<file path="src/rtl/galetron_imm_pkg.sv">
// Shared immediate-field definitions for the Extender and the immediate narrower.
// Holds field widths, selection codes and the fit/truncate helper.
package galetron_imm_pkg;

    localparam int IMM_A_W = 16;
    localparam int IMM_B_W = 21;
    localparam int IMM_C_W = 18;

    localparam logic [1:0] SEL_A       = 2'b00;
    localparam logic [1:0] SEL_B       = 2'b01;
    localparam logic [1:0] SEL_C       = 2'b10;
    localparam logic [1:0] SEL_ILLEGAL = 2'b11;

    localparam logic [20:0] ILLEGAL_VALUE = 21'h000001;

    typedef struct packed {
        logic [20:0] data;
        logic        fits;
        logic        illegal;
    } narrow_entry_t;

    // Low W bits are always passed through; fits only when the bits above W are zero.
    function automatic narrow_entry_t narrow_value(input logic [31:0] word, input logic [1:0] sel);
        narrow_entry_t e;
        e.data    = 21'h000000;
        e.fits    = 1'b0;
        e.illegal = 1'b0;
        case (sel)
            SEL_A: begin
                e.data[IMM_A_W-1:0] = word[IMM_A_W-1:0];
                e.fits = (word[31:IMM_A_W] == {(32-IMM_A_W){1'b0}});
            end
            SEL_B: begin
                e.data[IMM_B_W-1:0] = word[IMM_B_W-1:0];
                e.fits = (word[31:IMM_B_W] == {(32-IMM_B_W){1'b0}});
            end
            SEL_C: begin
                e.data[IMM_C_W-1:0] = word[IMM_C_W-1:0];
                e.fits = (word[31:IMM_C_W] == {(32-IMM_C_W){1'b0}});
            end
            default: begin
                e.data    = ILLEGAL_VALUE;
                e.illegal = 1'b1;
            end
        endcase
        return e;
    endfunction

endpackage

</file>
<file path="src/rtl/narrow_fifo2.sv">
// Two-entry registered FIFO; the head register drives the outputs directly.
module narrow_fifo2 #(
    parameter int WIDTH = 23
) (
    input  logic             clock,
    input  logic             reset,
    input  logic             in_valid,
    output logic             in_ready,
    input  logic [WIDTH-1:0] in_data,
    output logic             out_valid,
    input  logic             out_ready,
    output logic [WIDTH-1:0] out_data
);

    logic [WIDTH-1:0] head_r, tail_r, head_next_s, tail_next_s;
    logic [1:0]       count_r, count_next_s;
    logic             push_s, pop_s;

    assign in_ready  = (count_r != 2'd2);
    assign out_valid = (count_r != 2'd0);
    assign out_data  = head_r;

    // Next-state for occupancy and storage from the push/pop pair.
    always_comb begin
        push_s       = in_valid && in_ready;
        pop_s        = out_valid && out_ready;
        head_next_s  = head_r;
        tail_next_s  = tail_r;
        count_next_s = count_r;
        case ({push_s, pop_s})
            2'b10: begin
                if (count_r == 2'd0) begin
                    head_next_s = in_data;
                end else begin
                    tail_next_s = in_data;
                end
                count_next_s = count_r + 2'd1;
            end
            2'b01: begin
                head_next_s  = tail_r;
                count_next_s = count_r - 2'd1;
            end
            2'b11: begin
                if (count_r == 2'd1) begin
                    head_next_s = in_data;
                end else begin
                    head_next_s = tail_r;
                    tail_next_s = in_data;
                end
            end
            default: begin
                count_next_s = count_r;
            end
        endcase
    end

    // Storage and occupancy registers; reset flushes everything.
    always_ff @(posedge clock or negedge reset) begin
        if (!reset) begin
            head_r  <= {WIDTH{1'b0}};
            tail_r  <= {WIDTH{1'b0}};
            count_r <= 2'd0;
        end else begin
            head_r  <= head_next_s;
            tail_r  <= tail_next_s;
            count_r <= count_next_s;
        end
    end

endmodule

</file>
<file path="src/rtl/immediate_narrower.sv">
// Narrows 32-bit values into 16/21/18-bit immediate fields, flags misfits,
// and counts every accepted misfit or illegal-selection entry.
module immediate_narrower
    import galetron_imm_pkg::*;
#(
    parameter int COUNT_WIDTH = 8
) (
    input  logic                   clock,
    input  logic                   reset,
    input  logic                   inValid,
    output logic                   inReady,
    input  logic [1:0]             narrowSelection,
    input  logic [31:0]            inputWord,
    output logic                   outValid,
    input  logic                   outReady,
    output logic [20:0]            narrowOutput,
    output logic                   narrowFits,
    output logic                   illegalSelection,
    output logic [COUNT_WIDTH-1:0] errorCount,
    output logic                   errorSticky,
    input  logic                   clearError
);

    narrow_entry_t          in_entry_s, out_entry_s;
    logic [22:0]            out_bits_s;
    logic                   count_event_s;
    logic [COUNT_WIDTH-1:0] err_count_r;
    logic                   err_sticky_r;

    assign in_entry_s    = narrow_value(inputWord, narrowSelection);
    assign count_event_s = inValid && inReady && !in_entry_s.fits;

    narrow_fifo2 #(.WIDTH(23)) u_fifo (
        .clock     (clock),
        .reset     (reset),
        .in_valid  (inValid),
        .in_ready  (inReady),
        .in_data   (in_entry_s),
        .out_valid (outValid),
        .out_ready (outReady),
        .out_data  (out_bits_s)
    );

    assign out_entry_s      = out_bits_s;
    assign narrowOutput     = out_entry_s.data;
    assign narrowFits       = out_entry_s.fits;
    assign illegalSelection = out_entry_s.illegal;
    assign errorCount       = err_count_r;
    assign errorSticky      = err_sticky_r;

    // Saturating misfit counter; a counted event beats a simultaneous clear.
    always_ff @(posedge clock or negedge reset) begin
        if (!reset) begin
            err_count_r  <= {COUNT_WIDTH{1'b0}};
            err_sticky_r <= 1'b0;
        end else if (count_event_s) begin
            err_sticky_r <= 1'b1;
            if (clearError) begin
                err_count_r <= {{(COUNT_WIDTH-1){1'b0}}, 1'b1};
            end else if (!(&err_count_r)) begin
                err_count_r <= err_count_r + {{(COUNT_WIDTH-1){1'b0}}, 1'b1};
            end else begin
                err_count_r <= err_count_r;
            end
        end else if (clearError) begin
            err_count_r  <= {COUNT_WIDTH{1'b0}};
            err_sticky_r <= 1'b0;
        end else begin
            err_count_r  <= err_count_r;
            err_sticky_r <= err_sticky_r;
        end
    end

endmodule

</file>
<file path="config.mk">
export PLATFORM = sky130hd
export DESIGN_NAME = immediate_narrower
export DESIGN_NICKNAME = d
export VERILOG_FILES = /design/src/rtl/galetron_imm_pkg.sv /design/src/rtl/narrow_fifo2.sv /design/src/rtl/immediate_narrower.sv
export SDC_FILE = /design/constraint.sdc
export NUM_CORES = 1
export LEC_CHECK = 0
export CELL_PAD_IN_SITES_DETAIL_PLACEMENT = 0
export CELL_PAD_IN_SITES_GLOBAL_PLACEMENT = 1
export CORE_MARGIN = 2
export CORE_UTILIZATION = 39
export CTS_CLUSTER_SIZE = 12
export DETAILED_ROUTE_END_ITERATION = 12
export HOLD_SLACK_MARGIN = 0.02
export PLACE_DENSITY = 0.91
export SKIP_CTS_REPAIR_TIMING = 1
export SYNTH_ARGS = -nofsm -noshare
export SYNTH_HDL_FRONTEND = slang
export SYNTH_HIERARCHICAL = 1
export SYNTH_SLANG_ARGS = --single-unit
</file>
<file path="constraint.sdc">
create_clock -name clock -period 2.9 [get_ports clock]
set_clock_uncertainty 0.1 [all_clocks]
set_input_delay 0.29 -clock clock [delete_from_list [all_inputs] [get_ports clock]]
set_output_delay 0.29 -clock clock [all_outputs]
set_load 0.1 [all_outputs]
</file>
Word level (Yosys, flattened, before mapping)

Cells that the tools add are included.

Register bits after elaboration: 57
Input bits: 39
Output and inout bits: 34
Logic and storage cells: 57

$add $sub $neg: 3
Equality and inequality tests: 11
Muxes and demuxes: 18
Reductions and logical operators: 20

Operator list:

| cell                                                            | number |
|---|---|
| 23-bit 2-to-1 mux                                               | 4 |
| 23-bit one-hot mux with 3 select lines                          | 1 |
| 23-bit one-hot mux with 2 select lines                          | 1 |
| 8-bit 2-to-1 mux                                                | 4 |
| 16-bit zero test                                                | 1 |
| 16-bit 2-to-1 mux                                               | 1 |
| 14-bit zero test                                                | 1 |
| 11-bit zero test                                                | 1 |
| 8-bit by 1-bit adder with 8-bit output, second input constant   | 1 |
| 2-bit inequality test, second input constant                    | 4 |
| 8-bit AND reduction                                             | 1 |
| 2-bit nonzero test                                              | 4 |
| 2-bit by 1-bit == test with 1-bit output, second input constant | 3 |
| 2-bit == test, second input constant                            | 3 |
| 2-bit zero test                                                 | 2 |
| 2-bit one-hot mux with 2 select lines                           | 1 |
| 2-bit AND reduction                                             | 2 |
| 1-bit logical AND                                               | 3 |
| 1-bit 2-to-1 mux                                                | 3 |
| 3-bit 2-to-1 mux                                                | 1 |
| 1-bit one-hot mux with 3 select lines                           | 1 |
| 3-bit AND reduction                                             | 1 |
| 3-bit nonzero test                                              | 1 |
| 3-bit OR reduction                                              | 1 |
| other kinds (6)                                                 | 6 |

Longest topological paths before layout

Gate-level depths: netlist of run 1.

Word-level depth: 6
Gate-level depth with buffers: 13
Depth with buffers taken out: 8

By module

Netlist of run 1, hierarchy kept.

Modules (own cells, without submodules):

| module             | times used | cells an instance | area each (um2) | sequential area each (um2) |
|---|---|---|---|---|
| narrow_fifo2       | 1          | 211               | 2,443.6         | 1,201.2 |
| immediate_narrower | 1          | 85                | 745.7           | 225.2 |

Worst setup path after synthesis of run 1

No wires, ideal clock.

Kind: register -> register
Start: register err_count_r[1], in the netlist errorCount[1]
End: register err_count_r[1], in the netlist errorCount[1]
Setup time: 0.124 ns
Data arrival time: 2.332 ns
Required time: 2.676 ns
Path slack: 0.344 ns
Stages on the path, launching flop included: 7
Path buffers: 0
Period minus slack after synthesis: 2.556 ns
Cells stage by stage: dfrtp_1 ha_1 and3_1 nand3_1 nor3_2 nor4b_1 a211o_1

Longest elaborated chain between the ends: 4
Elaborated cells on any way between the ends: 7
Those cells by class: 1 x add/sub; 1 x eq/ne; 3 x mux; 2 x reduce/logical

RTL lines:

| what                                   | RTL line                 | RTL |
|---|---|---|
| start, declared                        | immediate_narrower.sv:27 | `logic [COUNT_WIDTH-1:0] err_count_r;` |
| start signal, assigned                 | immediate_narrower.sv:54 | `err_count_r <= {COUNT_WIDTH{1'b0}};` |
| start signal, assigned                 | immediate_narrower.sv:59 | `err_count_r <= {{(COUNT_WIDTH-1){1'b0}}, 1'b1};` |
| start signal, assigned                 | immediate_narrower.sv:61 | `err_count_r <= err_count_r + {{(COUNT_WIDTH-1){1'b0}}, 1'b1};` |
| 8-bit by 1-bit adder with 8-bit output | immediate_narrower.sv:61 |  |
| 8-bit 2-to-1 mux                       | immediate_narrower.sv:60 | `end else if (!(&err_count_r)) begin` |
| 8-bit 2-to-1 mux                       | immediate_narrower.sv:58 | `if (clearError) begin` |
| 8-bit 2-to-1 mux                       | immediate_narrower.sv:56 | `end else if (count_event_s) begin` |

Parallel ways exist; a longest one is shown, timed or not. The select of a mux whose other input is x is not followed.
A chain may end at the register's enable or synchronous reset.

Worst setup path after layout of run 1

Start: register u_fifo.count_r[0]
End: register u_fifo.head_r[14], in the netlist u_fifo/out_data[14]

Longest elaborated chain between the ends: 5
Elaborated cells on any way between the ends: 14
Those cells by class: 6 x eq/ne; 2 x mux; 6 x reduce/logical

RTL lines:

| what                                                                                             | RTL line                               | RTL |
|---|---|---|
| start, declared                                                                                  | narrow_fifo2.sv:16                     | `logic [1:0] count_r, count_next_s;` |
| start signal, assigned                                                                           | narrow_fifo2.sv:66                     | `count_r <= count_next_s;` |
| 2-bit inequality test or 2-bit nonzero test (tied branches)                                      | narrow_fifo2.sv:19, narrow_fifo2.sv:20 |  |
| 1-bit logical AND, on equally long branches                                                      | narrow_fifo2.sv:25, narrow_fifo2.sv:26 |  |
| 2-bit == test or 2-bit by 1-bit == test with 1-bit output (tied branches)                        | narrow_fifo2.sv:30                     | `case ({push_s, pop_s})` |
| 2-bit by 1-bit inequality test with 1-bit output (no line) or 3-bit nonzero test (tied branches) | -                                      |  |
| 2-bit AND reduction (no line)                                                                    | -                                      |  |
| end signal, assigned                                                                             | narrow_fifo2.sv:60                     | `head_r <= {WIDTH{1'b0}};` |
| end signal, assigned                                                                             | narrow_fifo2.sv:64                     | `head_r <= head_next_s;` |
| end, declared                                                                                    | narrow_fifo2.sv:15                     | `logic [WIDTH-1:0] head_r, tail_r, head_next_s, tail_next_s;` |

Parallel ways exist; a longest one is shown, timed or not.

==> impl_metrics.tcl, run 1 <==
set metrics [dict create \
    wirelength_um 7870 \
    critPathLaunchType "flip-flop" \
    whs_ns -0.02439 \
    n_antenna_cell 0 \
    critPathKind "flip-flop to flip-flop" \
    tns_ns 0 \
    syn-cell-area_um2 3189 \
    routabilityCongestion 0.8094 \
    drc_errors 0 \
    min_path_type "input port to async pin" \
    grt_max_degree 58 \
    rsz0062_at_grt "no" \
    grt_pass1_wl_um 12590 \
    finalPower_uw 5467 \
    synthArstFlopShare_pct 100.0 \
    grtUsageTotal_pct 18.29 \
    power_density_nw_per_um2 1315 \
    violations "hold timing" \
    synth_top_cell_by_area "dfrtp_1" \
    drive_above_1_share_pct 26.42 \
    ant_nets 0 \
    htreeDepth 3 \
    peakVddDrop_v 0.0005088 \
    start_util_pct 40.85 \
    die_area_um2 8917 \
    rows 32 \
    routedWlPerCell_um 16.64 \
    maxCapViolations 0 \
    core_area_um2 7807 \
    synth_ff_type "dfrtp_1" \
    seq_area_frac_synth_pct 44.72 \
    grt_overflow 0 \
    worstMarginPinSlew_ns 0.7824 \
    relSlewSlack_pct 47.84 \
    ys_types 46 \
    r2r_slack_ns 0.24 \
    synth-simple-area-share_pct 14.91 \
    hold_violations 7 \
    synth_edf_count 0 \
    ys_ff_latch 57 \
    critPathRequiredTime_ns 3.05 \
    dr.first_iter.drc_count 140 \
    register_area_um2 1426 \
    cts_root_buf "clkbuf_8" \
    die_x_um 94.43 \
    synthXorXnorAreaFrac_pct 0.8239 \
    min_period_ns 2.655 \
    dr.pass1.iters 4 \
    synth_nets 347 \
    synth_top_area_share_pct 44.72 \
    clockBufferDepth 2 \
    numPortBuffers 72 \
    synth_compound_area_share_pct 18.44 \
    numCtsBuffers 9 \
    drv_slew 0 \
    setup_viol 0 \
    syn_to_final_growth_pct 30.36 \
    power.leakage_uw 0.001794 \
    clock_latency_ns 0.34 \
    vias_per_cell 5.482 \
    cts_tree "built" \
    vias 2593 \
    synthMuxAreaShare_pct 10.47 \
    antenna_found_initial 0 \
    synth_top_family_by_area "compound AO/OA/AOI/OAI gates" \
    worstPathMaxFanout 27 \
    finalCritPeriodShare_pct 91.57 \
    final_nets 417 \
    synth_area_leaders "dfrtp_1 (45%), mux2_4 (9.4%), o211ai_1 (5.4%)" \
    avgSynthCellArea_um2 10.77 \
    mostFrequentLayoutCell "dfrtp_1" \
    clock_sink_count 57 \
    synthCells 296 \
    clk_pin_slew_ns 0.07 \
    synth_adder_area_share_pct 4.708 \
    worstSetupEndpointType "flip-flop" \
    fillers 707 \
    grt_pass1_vias 2479 \
    post-dp-hpwl_um 5155 \
    status "finished with violations" \
    pin_count 73 \
    final_cell_mix "dfrtp_1 (57), buf_4 (44), clkdlybuf4s50_1 (37)" \
    die_h_um 94.43 \
    arrival_ns 2.81 \
    fmax_mhz 376.6 \
    multi_input_area_um2 1578 \
    synth_warnings 6 \
]
[power breakdown]
group	leakage (µW)	internal, µW	switching [µW]	total [µW]
clock	0.000129	641	332	973
combinational	0.000959	919	2220	3140
sequential	0.000706	1140	208	1350
total	0.00179	2700	2760	5470
[critical path, cell delays in order, from the launching register on]
cell,delay (ns)
dfrtp_1,0.39
inv_1,0.07
ha_1,0.24
nand2b_4,0.29
inv_2,0.15
ha_1,0.19
and2_1,0.65
o21ai_0,0.25
a31oi_1,0.23
[logic make-up (layout without fill, tap and decap cells)]
logic type	after synthesis	count (layout)
AND/OR/NAND/NOR	79	79
buffers and inverters	34	109
adder cells (fa/ha/maj)	12	12
XOR/XNOR	3	3
multiplexers	23	23
flip-flops	57	57
AO/OA/AOI/OAI	88	88
[Yosys cell counts (2+ instances only)]
cell type	n
or2_2	2
nor3_1	26
a31oi_1	23
buf_6	6
o211ai_1	23
a21oi_1	5
mux2_2	3
nor2_1	3
nand2b_1	2
nor4_1	3
xnor2_1	3
inv_1	9
clkbuf_1	7
nand2_1	5
and2_1	3
buf_2	10
mux2_4	20
o21ai_0	25
ha_1	12
nor2b_1	15
and2_2	3
or4_1	3
nor3b_1	2
nand3_1	3
o31ai_1	3
dfrtp_1	57
[through the flow]
stage / area (µm²) / util (%) / setup WS [ns] / std cells / hold slack, ns
2_1_floorplan: 3189 / - / 0.3438 / 296 / -0.1056
3_3_place_gp: 3895 / 49.89 / 0.3980 / 457 / 0.3779
3_5_place_dp: 3895 / 49.89 / 0.3051 / 457 / 0.3772
4_1_cts: 4158 / 53.25 / 0.3053 / 473 / 0.003146
5_1_grt: 4158 / 53.25 / 0.04468 / 473 / 0.02790
6_report: 4158 / 53.25 / 0.2446 / 473 / -0.02439
[worst paths after layout]
path,startpoint,to,depth (start not counted)
worst max-delay path,u_fifo/count_r[0],u_fifo/out_data[14],8
max in group asynchronous,reset,u_fifo/out_data[22],2
worst max register to register,u_fifo/count_r[0],u_fifo/out_data[14],8
worst min-delay path,reset,u_fifo/out_data[11],2
worst min register to register,u_fifo/tail_r[8],u_fifo/tail_r[8],1
min in group clock,u_fifo/tail_r[8],u_fifo/tail_r[8],1
[per-layer routing]
| layer | part of all wire [%] | routed length (µm) | up-vias | global-route usage (%) |
|---|---|---|---|---|
| met3 | 5.6 | 441 | 13 | 4.389 |
| met2 | 47 | 3726 | 91 | 27.50 |
| met4 | 1.9 | 153 | 0 | 7.488 |
| met5 | 0 | 0 | - | 0 |
| li1 | - | - | 1231 | - |
| met1 | 45 | 3549 | 1258 | 25.39 |
[state kept, by name, summed over array words and instances, names as in the netlist]
register,flops
u_fifo/out_data,23
u_fifo/tail_r,23
errorCount,8
u_fifo/count_r,2
errorSticky,1
[area by class of cell]
cell class,instances,share of cell area [%]
clock inverters,4,2.347
flip-flops and latches,57,34.31
repair buffers,83,17.45
multi-input cells,205,37.95
well taps,102,3.070
clock buffers,12,3.972
inverters,10,0.9028
Note: power is estimated with default switching activity, not from simulation.
==> run 2, diff against run 1 <==
ABC_AREA = 1   (was not set)
CORE_UTILIZATION = 36   (was 39)
PLACE_DENSITY = 0.92   (was 0.91)
SYNTH_HIERARCHICAL = not set   (was 1)
==> run 2 against run 1 <==
Net effect: first-iteration DRC count decreased by 34%; sequential power decreased by 8%; worst hold slack improved by 0.40 ns; worst setup slack improved by 0.098 ns; fmax increased by 3.8%; sequential share of layout area increased by 1.8 points; the run now ends clean; count of clock-buffer cells in the layout decreased by 1; flip-flop and latch count unchanged; synthesized cell count increased by 30%; critical endpoint is now u_fifo.out_data[4]; global-route usage decreased by 1.6 points.
==> impl_metrics.tcl, run 2 <==
set metrics [dict create \
    wirelength_um 7012 \
    critPathMaxStageDelay_ns 0.77 \
    numCtsBuffers 9 \
    fmax_mhz 391.1 \
    maxCapViolations 0 \
    synth_top_cell_by_area "dfrtp_1" \
    vias 2642 \
    setup_viol 0 \
    clock_latency_ns 0.33 \
    die_area_um2 8972 \
    mostFrequentLayoutCell "nand2_1" \
    start_util_pct 36.61 \
    seq_area_frac_synth_pct 48.14 \
    core_area_um2 8093 \
    synth-simple-area-share_pct 30.07 \
    power.share.clock_pct 20.5 \
    power_density_nw_per_um2 1127 \
    pwr-share-seq_pct 27.9 \
    cts_tree "built" \
    synth_edf_count 0 \
    clk_pin_slew_ns 0.06 \
    synthCells 384 \
    pin_count 73 \
    crit_buf_inv 3 \
    worstPathCellList "inv_1, ha_1, inv_2, nand2_2, inv_1, ha_1, a21oi_2, o21ai_0, nand2_1, nand2_1" \
    syn-cell-area_um2 2963 \
    rsz0062_at_grt "no" \
    worstPathMaxFanout 23 \
    synthArstFlopShare_pct 100.0 \
    synth_adder_area_share_pct 4.645 \
    arrival_ns 2.68 \
    netlist_top_cells_count "nand2_1 (168), dfrtp_1 (57), o21ai_0 (39)" \
    die_h_um 94.72 \
    relSlewSlack_pct 34.64 \
    final_nets 508 \
    synth_area_leaders "dfrtp_1 (48%), nand2_1 (21%), o21ai_0 (6.6%)" \
    status "finished clean" \
    grtUsageTotal_pct 16.74 \
    synthXorXnorAreaFrac_pct 1.478 \
    htreeDepth 3 \
    vias_per_cell 4.651 \
    ys_ff_latch 57 \
    synth_top_family_by_area "simple AND/OR/NAND/NOR gates" \
    internal_power_uw 2192 \
    worstSetupEndpointType "flip-flop" \
    power.leakage_uw 0.002012 \
    die_x_um 94.72 \
    p_sw_uw 2263 \
    synth_compound_area_share_pct 9.544 \
    hold_violations 0 \
    min_path_type "flip-flop to flip-flop" \
    ant_nets 0 \
    critPathRequiredTime_ns 3.02 \
    final_cell_mix "nand2_1 (168), dfrtp_1 (57), o21ai_0 (39)" \
    avgSynthCellArea_um2 7.716 \
    routabilityCongestion 0.7632 \
    ys_types 27 \
    dr.first_iter.drc_count 93 \
    antenna_found_initial 0 \
    worstMarginPinSlew_ns 0.9805 \
    swShare_pct 50.80 \
    tns_ns 0 \
    grt_pass1_wl_um 11700 \
    crit_family "compound AO/OA/AOI/OAI gates" \
    cpMaxStageDelayCell "a21oi_2" \
    synth_nets 434 \
    post-dp-hpwl_um 4883 \
    final_util_pct 48.84 \
    syn_to_final_growth_pct 33.40 \
    critPathKind "flip-flop to flip-flop" \
    yosysMostFrequentCell "nand2_1" \
    rows 33 \
    min_period_ns 2.557 \
    synth_ff_type "dfrtp_1" \
    cts_root_buf "clkbuf_8" \
    p_comb_share_pct 51.6 \
    synthMuxAreaShare_pct 0 \
    drc_errors 0 \
    numPortBuffers 72 \
    finalCritPeriodShare_pct 88.18 \
    drv_slew 0 \
    synth_top_area_share_pct 48.14 \
    grt_pass1_vias 2582 \
    clockBufferDepth 2 \
    grt_overflow 0 \
    critPathLaunchType "flip-flop" \
    drive_above_1_share_pct 15.12 \
    clock_sink_count 57 \
    peakVddDrop_v 0.0006529 \
    synth_warnings 0 \
    routedWlPerCell_um 12.35 \
    grt_max_degree 47 \
    dr.pass1.iters 4 \
    n_antenna_cell 0 \
]
==> run 2: layer usage <==
layer  track usage, %  wire, µm  vias up
li1                 -         -     1343
met1            21.36      3322     1218
met2            27.30      3204       67
met3            3.911       348       14
met4            6.884       136        0
met5                0         0        -
==> run 2: area by class of cell <==
| type | count | area (µm²) |
|---|---|---|
| Clock buffer | 11 | 141.4 |
| Inverter | 31 | 116.4 |
| Tap cell | 105 | 131.4 |
| Sequential cell | 57 | 1426 |
| Fill cell | 810 | 4140 |
| Timing Repair Buffer | 77 | 670.6 |
| Multi-Input combinational cell | 282 | 1364 |
| Clock inverter | 5 | 102.6 |
==> run 2: cells by family after synthesis <==
kind of cell             Yosys count
AO/OA/AOI/OAI                     53
XOR/XNOR                           5
adder cells (fa/ha/maj)           11
buffers and inverters             45
flip-flops                        57
AND/OR/NAND/NOR                  213
==> run 2: per-stage QoR <==
step	hold WS [ns]	instance area, µm²	total power [µW]	worst slack, ns	instances
after floorplan	-0.1056	2963	3031	0.5814	384
after global placement	0.2217	3699	3536	0.3444	551
after detailed placement	0.2287	3699	3568	0.3067	551
after CTS	-0.1311	3943	4491	0.3338	567
after global routing	0.4011	3953	4726	0.04776	568
final	0.3792	3953	4456	0.3429	568
==> run 2: worst register-to-register path, stage by stage, from the launching register on <==
cell and delay, ns:
dfrtp_1 0.40, inv_1 0.09, ha_1 0.20, inv_2 0.05, nand2_2 0.12, inv_1 0.08
ha_1 0.26, a21oi_2 0.77, o21ai_0 0.22, nand2_1 0.11, nand2_1 0.05
==> run 2: power by group through the flow <==
stage,combinational [µW],clock (µW),sequential (µW)
3_5_place_dp,2320,0,1250
6_report,2300,913,1240
2_1_floorplan,802,0,2230
4_1_cts,2320,929,1250
5_1_grt,2480,966,1280
3_3_place_gp,2290,0,1250
==> run 2: worst paths after layout <==
path / from / endpoint / slack [ns] / cells after the start
setup / recovery: u_fifo.count_r[0] / u_fifo.out_data[4] / 0.34 / 10
hold / removal: u_fifo.out_data[7] / u_fifo.out_data[7] / 0.38 / 2
setup reg to reg: u_fifo.count_r[0] / u_fifo.out_data[4] / 0.34 / 10
hold reg to reg: u_fifo.out_data[7] / u_fifo.out_data[7] / 0.38 / 2
max in group asynchronous: reset / u_fifo.tail_r[19] / 1.61 / 3
min in group asynchronous: reset / errorCount[3] / 0.40 / 2
==> run 3, diff against run 2 <==
SKIP_LAST_GASP = 1   (was not set)
==> results of run 3 <==
The final DEF is identical to that of run 2; final timing and power are the same.
==> edit 1: new RTL, flow settings as in run 1 <==
Change the parameter `COUNT_WIDTH` from 8 to 10.
--- a/src/rtl/immediate_narrower.sv
+++ b/src/rtl/immediate_narrower.sv
@@ -4,5 +4,5 @@
     import galetron_imm_pkg::*;
 #(
-    parameter int COUNT_WIDTH = 8
+    parameter int COUNT_WIDTH = 10
 ) (
     input  logic                   clock,
Interface: changed (resized errorCount); port bits go from 73 to 75. No check against the original RTL was run, so the function may have changed too.
==> edit 1 against run 1 <==
Setup slack better by 0.087 ns; maximum frequency up 3.4%; non-clock buffer count up 5; design area up 3.3%; sequential power up 3%; sequential share of layout area up 0.056 points; clock power down 12%; combinational power down 1%; total power down 2.2%; routed wire length up 6.4%; sequential cell count up 2; synthesized area up 5.0%; critical endpoint is now u_fifo/tail_r[6]; largest power group unchanged.
==> edit 1: results (changes against run 1) <==
| Metric | Value |
|---|---|
| Clk_lat worst skew | `around 0.33 ns` |
| Cell area after placement | `4060 um^2 (was 3890 um^2)` |
| Post-DP HPWL | `5.70 mm (was 5.15 mm)` |
| ANT cells | `0 (unchanged)` |
| Syn_nets | `368 (was 347)` |
| Overall Global Routing Usage | `18.3% (about the same)` |
| First-pass GRT wire length | `14.1 mm (was 12.6 mm)` |
| Post-synth top cells | `dfrtp_1 (59), o21ai_0 (27), nor3_1 (26) (was dfrtp_1 (57), nor3_1 (26), o21ai_0 (25))` |
| Worst slew pin tran | `1.02 ns (was 0.782 ns)` |
| Yosys Warn Count | `6 (unchanged)` |
| Clock Tree Buf Depth | `2 (unchanged)` |
| Initial antenna violation count | `0 (unchanged)` |
| DR vias | `2,763 (was 2,593)` |
| Total Wirelength | `8.37 mm (was 7.87 mm)` |
| Distinct cells, synth | `48 (was 46)` |
| Layout cells sized above 1 | `24.8% (was 26.4%)` |
| Cells on worst reg2reg path | `9 (was 8)` |
| Seq/Total Area, Yosys | `44.1% (was 44.7%)` |
| Initial DRC count | `150 (was 140)` |
| Maximum number of pins on one net before global-route repair | `47 (was 58)` |
| Async S/R FF share, synth | `100% (unchanged)` |
| Worst vdd ir | `0.494 mV (was 0.509 mV)` |
| Largest cells by area after synthesis | `dfrtp_1 (44%), mux2_4 (9.0%), o211ai_1 (5.2%) (was dfrtp_1 (45%), mux2_4 (9.4%), o211ai_1 (5.4%))` |
| Static Leak | `1.86 nW (was 1.79 nW)` |
| Status | `finished, final reports clean (was finished, violations left)` |
| Placer congestion estimate | `0.855 (was 0.809)` |
| NumNets Final | `441 (was 417)` |
| CTS root buffer | `clkbuf_8 (unchanged)` |
| Hold Crit Class | `in2async (unchanged)` |
| Worst-path maximum fanout | `27 (unchanged)` |
| Worst-path clk slew | `0.07 ns (about the same)` |
| CP arrival | `2.68 ns (was 2.81 ns)` |
| # port buffers | `74 (was 72)` |
| Pre-antenna DRT Iters | `4 (unchanged)` |
| Cts bufs inserted | `9 (unchanged)` |
| H-tree depth reported by CTS | `3 (unchanged)` |
| Fillers | `761 (was 707)` |
[edit 1: path summary, 6_finish.rpt]
kind                                  endpoint  slack, ns         startpoint
min in group clock            u_fifo/tail_r[7]       0.41   u_fifo/tail_r[7]
hold reg to reg               u_fifo/tail_r[7]       0.41   u_fifo/tail_r[7]
max in group asynchronous    u_fifo/tail_r[17]       1.61              reset
setup / recovery              u_fifo/tail_r[6]       0.33  u_fifo/count_r[0]
setup reg to reg              u_fifo/tail_r[6]       0.33  u_fifo/count_r[0]
hold / removal             u_fifo/out_data[14]       0.36              reset
[edit 1: through the flow]
step,worst slack (ns),power (mW),instances
floorplan,0.365,3.88,317
global placement,0.303,4.44,483
detailed placement,0.251,4.50,483
CTS,0.338,5.37,499
global route,0.168,5.60,500
finish,0.332,5.35,500
[edit 1: report_power, final]
| part | internal [mW] | switching [mW] | total [mW] |
|---|---|---|---|
| logic | 0.887 | 2.21 | 3.10 |
| clock network | 0.530 | 0.326 | 0.856 |
| registers | 1.17 | 0.220 | 1.39 |
| total | 2.59 | 2.76 | 5.35 |
[edit 1: area by class of cell]
| class | count | area (um^2) | share of cell area (%) |
|---|---|---|---|
| inverters | 13 | 48.8 | 1.14 |
| well taps | 105 | 131 | 3.06 |
| repair buffers | 88 | 753 | 17.5 |
| flip-flops and latches | 59 | 1480 | 34.4 |
| multi-input cells | 219 | 1660 | 38.6 |
| clock buffers | 12 | 155 | 3.61 |
| clock inverters | 4 | 72.6 | 1.69 |
[edit 1: routing by layer]
layer / track usage [%] / part of all wire [%] / up-vias / wire length, um
met1: 23.8 / 44 / 1357 / 3710
met2: 30.6 / 49 / 86 / 4100
met3: 4.05 / 5.3 / 12 / 446
met5: 0 / 0 / - / 0
met4: 5.31 / 1.4 / 0 / 121
li1: - / - / 1308 / -
[edit 1: kinds of logic (layout without fill, tap and decap cells)]
logic type | Yosys count | count (layout) | synth area share (%)
simple gates | 90 | 90 | 16.0
compound gates | 88 | 88 | 17.3
mux | 25 | 25 | 10.6
xor+xnor | 4 | 4 | 1.05
fa+ha+maj | 12 | 12 | 4.48
buf+inv | 39 | 117 | 6.46
flops | 59 | 59 | 44.1
[edit 1: worst max-delay path, cell delays in order (launching register included)]
cell	delay, ns
dfrtp_1	0.39
inv_1	0.07
ha_1	0.24
nand2b_4	0.30
inv_2	0.12
ha_1	0.18
and2b_1	0.21
o21ai_4	0.12
buf_4	0.32
mux2_2	0.38
==> edit 2: new RTL, config.mk and constraints of run 1 <==
Without the edit above. Make the reset (`reset`) synchronous in 2 clocked blocks.
--- a/src/rtl/narrow_fifo2.sv
+++ b/src/rtl/narrow_fifo2.sv
@@ -56,5 +56,5 @@
 
     // Storage and occupancy registers; reset flushes everything.
-    always_ff @(posedge clock or negedge reset) begin
+    always_ff @(posedge clock) begin
         if (!reset) begin
             head_r  <= {WIDTH{1'b0}};
--- a/src/rtl/immediate_narrower.sv
+++ b/src/rtl/immediate_narrower.sv
@@ -50,5 +50,5 @@
 
     // Saturating misfit counter; a counted event beats a simultaneous clear.
-    always_ff @(posedge clock or negedge reset) begin
+    always_ff @(posedge clock) begin
         if (!reset) begin
             err_count_r  <= {COUNT_WIDTH{1'b0}};
Check against the original RTL: differs if reset is asserted again (counterexample within 4 cycles, from zero or initial values and one cycle with reset low); with reset held inactive, the same outputs for 10 cycles.
==> edit 2 against run 1 <==
Routed wire length decreased by 13%; design area decreased by 7.6%; hold slack improved by 0.42 ns; largest power group unchanged; setup slack improved by 0.080 ns; sequential power decreased by 15%; sequential cell count unchanged; combinational power decreased by 23%; synthesized area decreased by 7.1%; total power decreased by 20%.
==> edit 2: results (changes against run 1) <==
| Metric | Value |
|---|---|
| Worst-path clk slew | `0.07 ns (about the same)` |
| Initial DRC count | `103 (was 140)` |
| Die area | `8310 um^2 (was 8920 um^2)` |
| XOR/XNOR Fraction of Synth Area | `0.591% (was 0.824%)` |
| Adder-cell share of the synthesized area | `5.07% (was 4.71%)` |
| End of the critical path | `u_fifo/tail_r[9] (was u_fifo/out_data[14])` |
| Vias in the first global route | `2,373 (was 2,479)` |
| Seq/Total Area, Yosys | `38.5% (was 44.7%)` |
| First-pass GRT wire length | `11.2 mm (was 12.6 mm)` |
| CP peak stage delay | `0.41 ns (was 0.65 ns)` |
| Post-synth top cells | `dfxtp_1 (57), nor2b_1 (40), nor2_1 (28) (was dfrtp_1 (57), nor3_1 (26), o21ai_0 (25))` |
| Overall Global Routing Usage | `16.7% (was 18.3%)` |
| Cell area after placement | `3630 um^2 (was 3890 um^2)` |
| Static Leak | `1.62 nW (was 1.79 nW)` |
| Rel. slew slack | `37.3% (was 47.8%)` |
| Compound-Gate Fraction of Synth Area | `21.0% (was 18.4%)` |
| Worst-path maximum fanout | `16 (was 27)` |
| Post-DP HPWL | `4.66 mm (was 5.15 mm)` |
| Layout cells sized above 1 | `22.7% (was 26.4%)` |
| Hold Crit Class | `reg2reg (was in2async)` |
| Total Wirelength | `6.87 mm (was 7.87 mm)` |
| Distinct cells, synth | `44 (was 46)` |
| Syn_nets | `352 (was 347)` |
| NumNets Final | `425 (was 417)` |
| Slowest-stage cell, CP | `nor2b_1 (was and2_1)` |
| CP arrival | `2.71 ns (was 2.81 ns)` |
| Cts bufs inserted | `9 (unchanged)` |
| Maximum number of pins on one net before global-route repair | `53 (was 58)` |
| Worst setup path startpoint | `u_fifo/count_r[0] (unchanged)` |
| R2R Setup Slk | `0.32 ns (was 0.24 ns)` |
| Placer congestion estimate | `0.801 (was 0.809)` |
| Via density | `5.06 (was 5.48)` |
| Status | `finished, final reports clean (was finished, violations left)` |
| Worst vdd ir | `0.443 mV (was 0.509 mV)` |
| Largest cells by area after synthesis | `dfxtp_1 (39%), a221oi_2 (10%), nor2b_1 (8.4%) (was dfrtp_1 (45%), mux2_4 (9.4%), o211ai_1 (5.4%))` |
| Mux cell area share after synthesis | `8.11% (was 10.5%)` |
| Ys flop type | `dfxtp_1 (was dfrtp_1)` |
| Cells on worst reg2reg path | `10 (was 8)` |
| Async S/R FF share, synth | `0% (was 100%)` |
[edit 2: cell count changes in the layout (fill, tap and decap cells not counted), moves of 4 or more]
cell	change
nor3_1	-22
and2_1	+4
mux2i_1	+24
o211ai_1	-22
dfxtp_1	+57
nor2b_1	+25
mux2_4	-20
a221oi_2	+20
nor2_1	+25
a31oi_1	-23
dfrtp_1	-57
[edit 2: how the worst min path moves through the flow]
stage | from | end | slack (ns) | cells after the start
2_1_floorplan | reset | errorSticky | 0.34 | 1
3_3_place_gp | errorSticky | errorSticky | 0.38 | 2
3_5_place_dp | errorSticky | errorSticky | 0.39 | 2
4_1_cts | errorSticky | errorSticky | 0.40 | 2
5_1_grt | errorCount[6] | errorCount[6] | 0.42 | 2
6_report | errorSticky | errorSticky | 0.39 | 2
[edit 2: worst max-delay path: cells and delay by family (launching register included)]
| kind | cells | cell delay (ns) |
|---|---|---|
| simple gates | 3 | 0.63 |
| buf+inv | 3 | 0.51 |
| fa+ha+maj | 2 | 0.49 |
| flops | 1 | 0.37 |
| mux | 1 | 0.24 |
| compound gates | 1 | 0.11 |
[edit 2: per-stage QoR]
stage                     utilization, %  setup WS [ns]  instances
final                               52.7          0.325        478
after global routing                52.7          0.138        478
after CTS                           52.7          0.325        478
after detailed placement            49.8          0.219        462
after global placement              49.8          0.341        462
after floorplan                        -          0.594        301
[edit 2: logic make-up after synthesis]
kind of cell,count (synthesis)
AND/OR/NAND/NOR,110
buffers and inverters,27
XOR/XNOR,2
flip-flops,57
multiplexers,24
adder cells (fa/ha/maj),12
AO/OA/AOI/OAI,69
[edit 2: final cells by class]
| type | instances | area (um^2) |
|---|---|---|
| clock inverter | 6 | 82.6 |
| clock buffer | 10 | 128 |
| timing repair buffer | 80 | 696 |
| inverter | 9 | 33.8 |
| fill | 701 | 3450 |
| sequential | 57 | 1140 |
| tap | 99 | 124 |
| multi-input combinational | 217 | 1640 |
[edit 2: power breakdown]
part	internal, mW	switching [mW]	total [mW]	leakage, nW
Combinational	0.610	1.82	2.43	1.04
Clock	0.479	0.319	0.798	0.106
Sequential	1.02	0.131	1.15	0.467
Total	2.11	2.27	4.38	1.62
[edit 2: routing by layer]
metal  share of wire (%)  wire length (um)  GRT usage (%)
met1                  47              3220           20.4
met2                  46              3130           27.2
met3                 6.0               415           5.15
met4                 1.5               103           7.45
met5                   0                 0              0
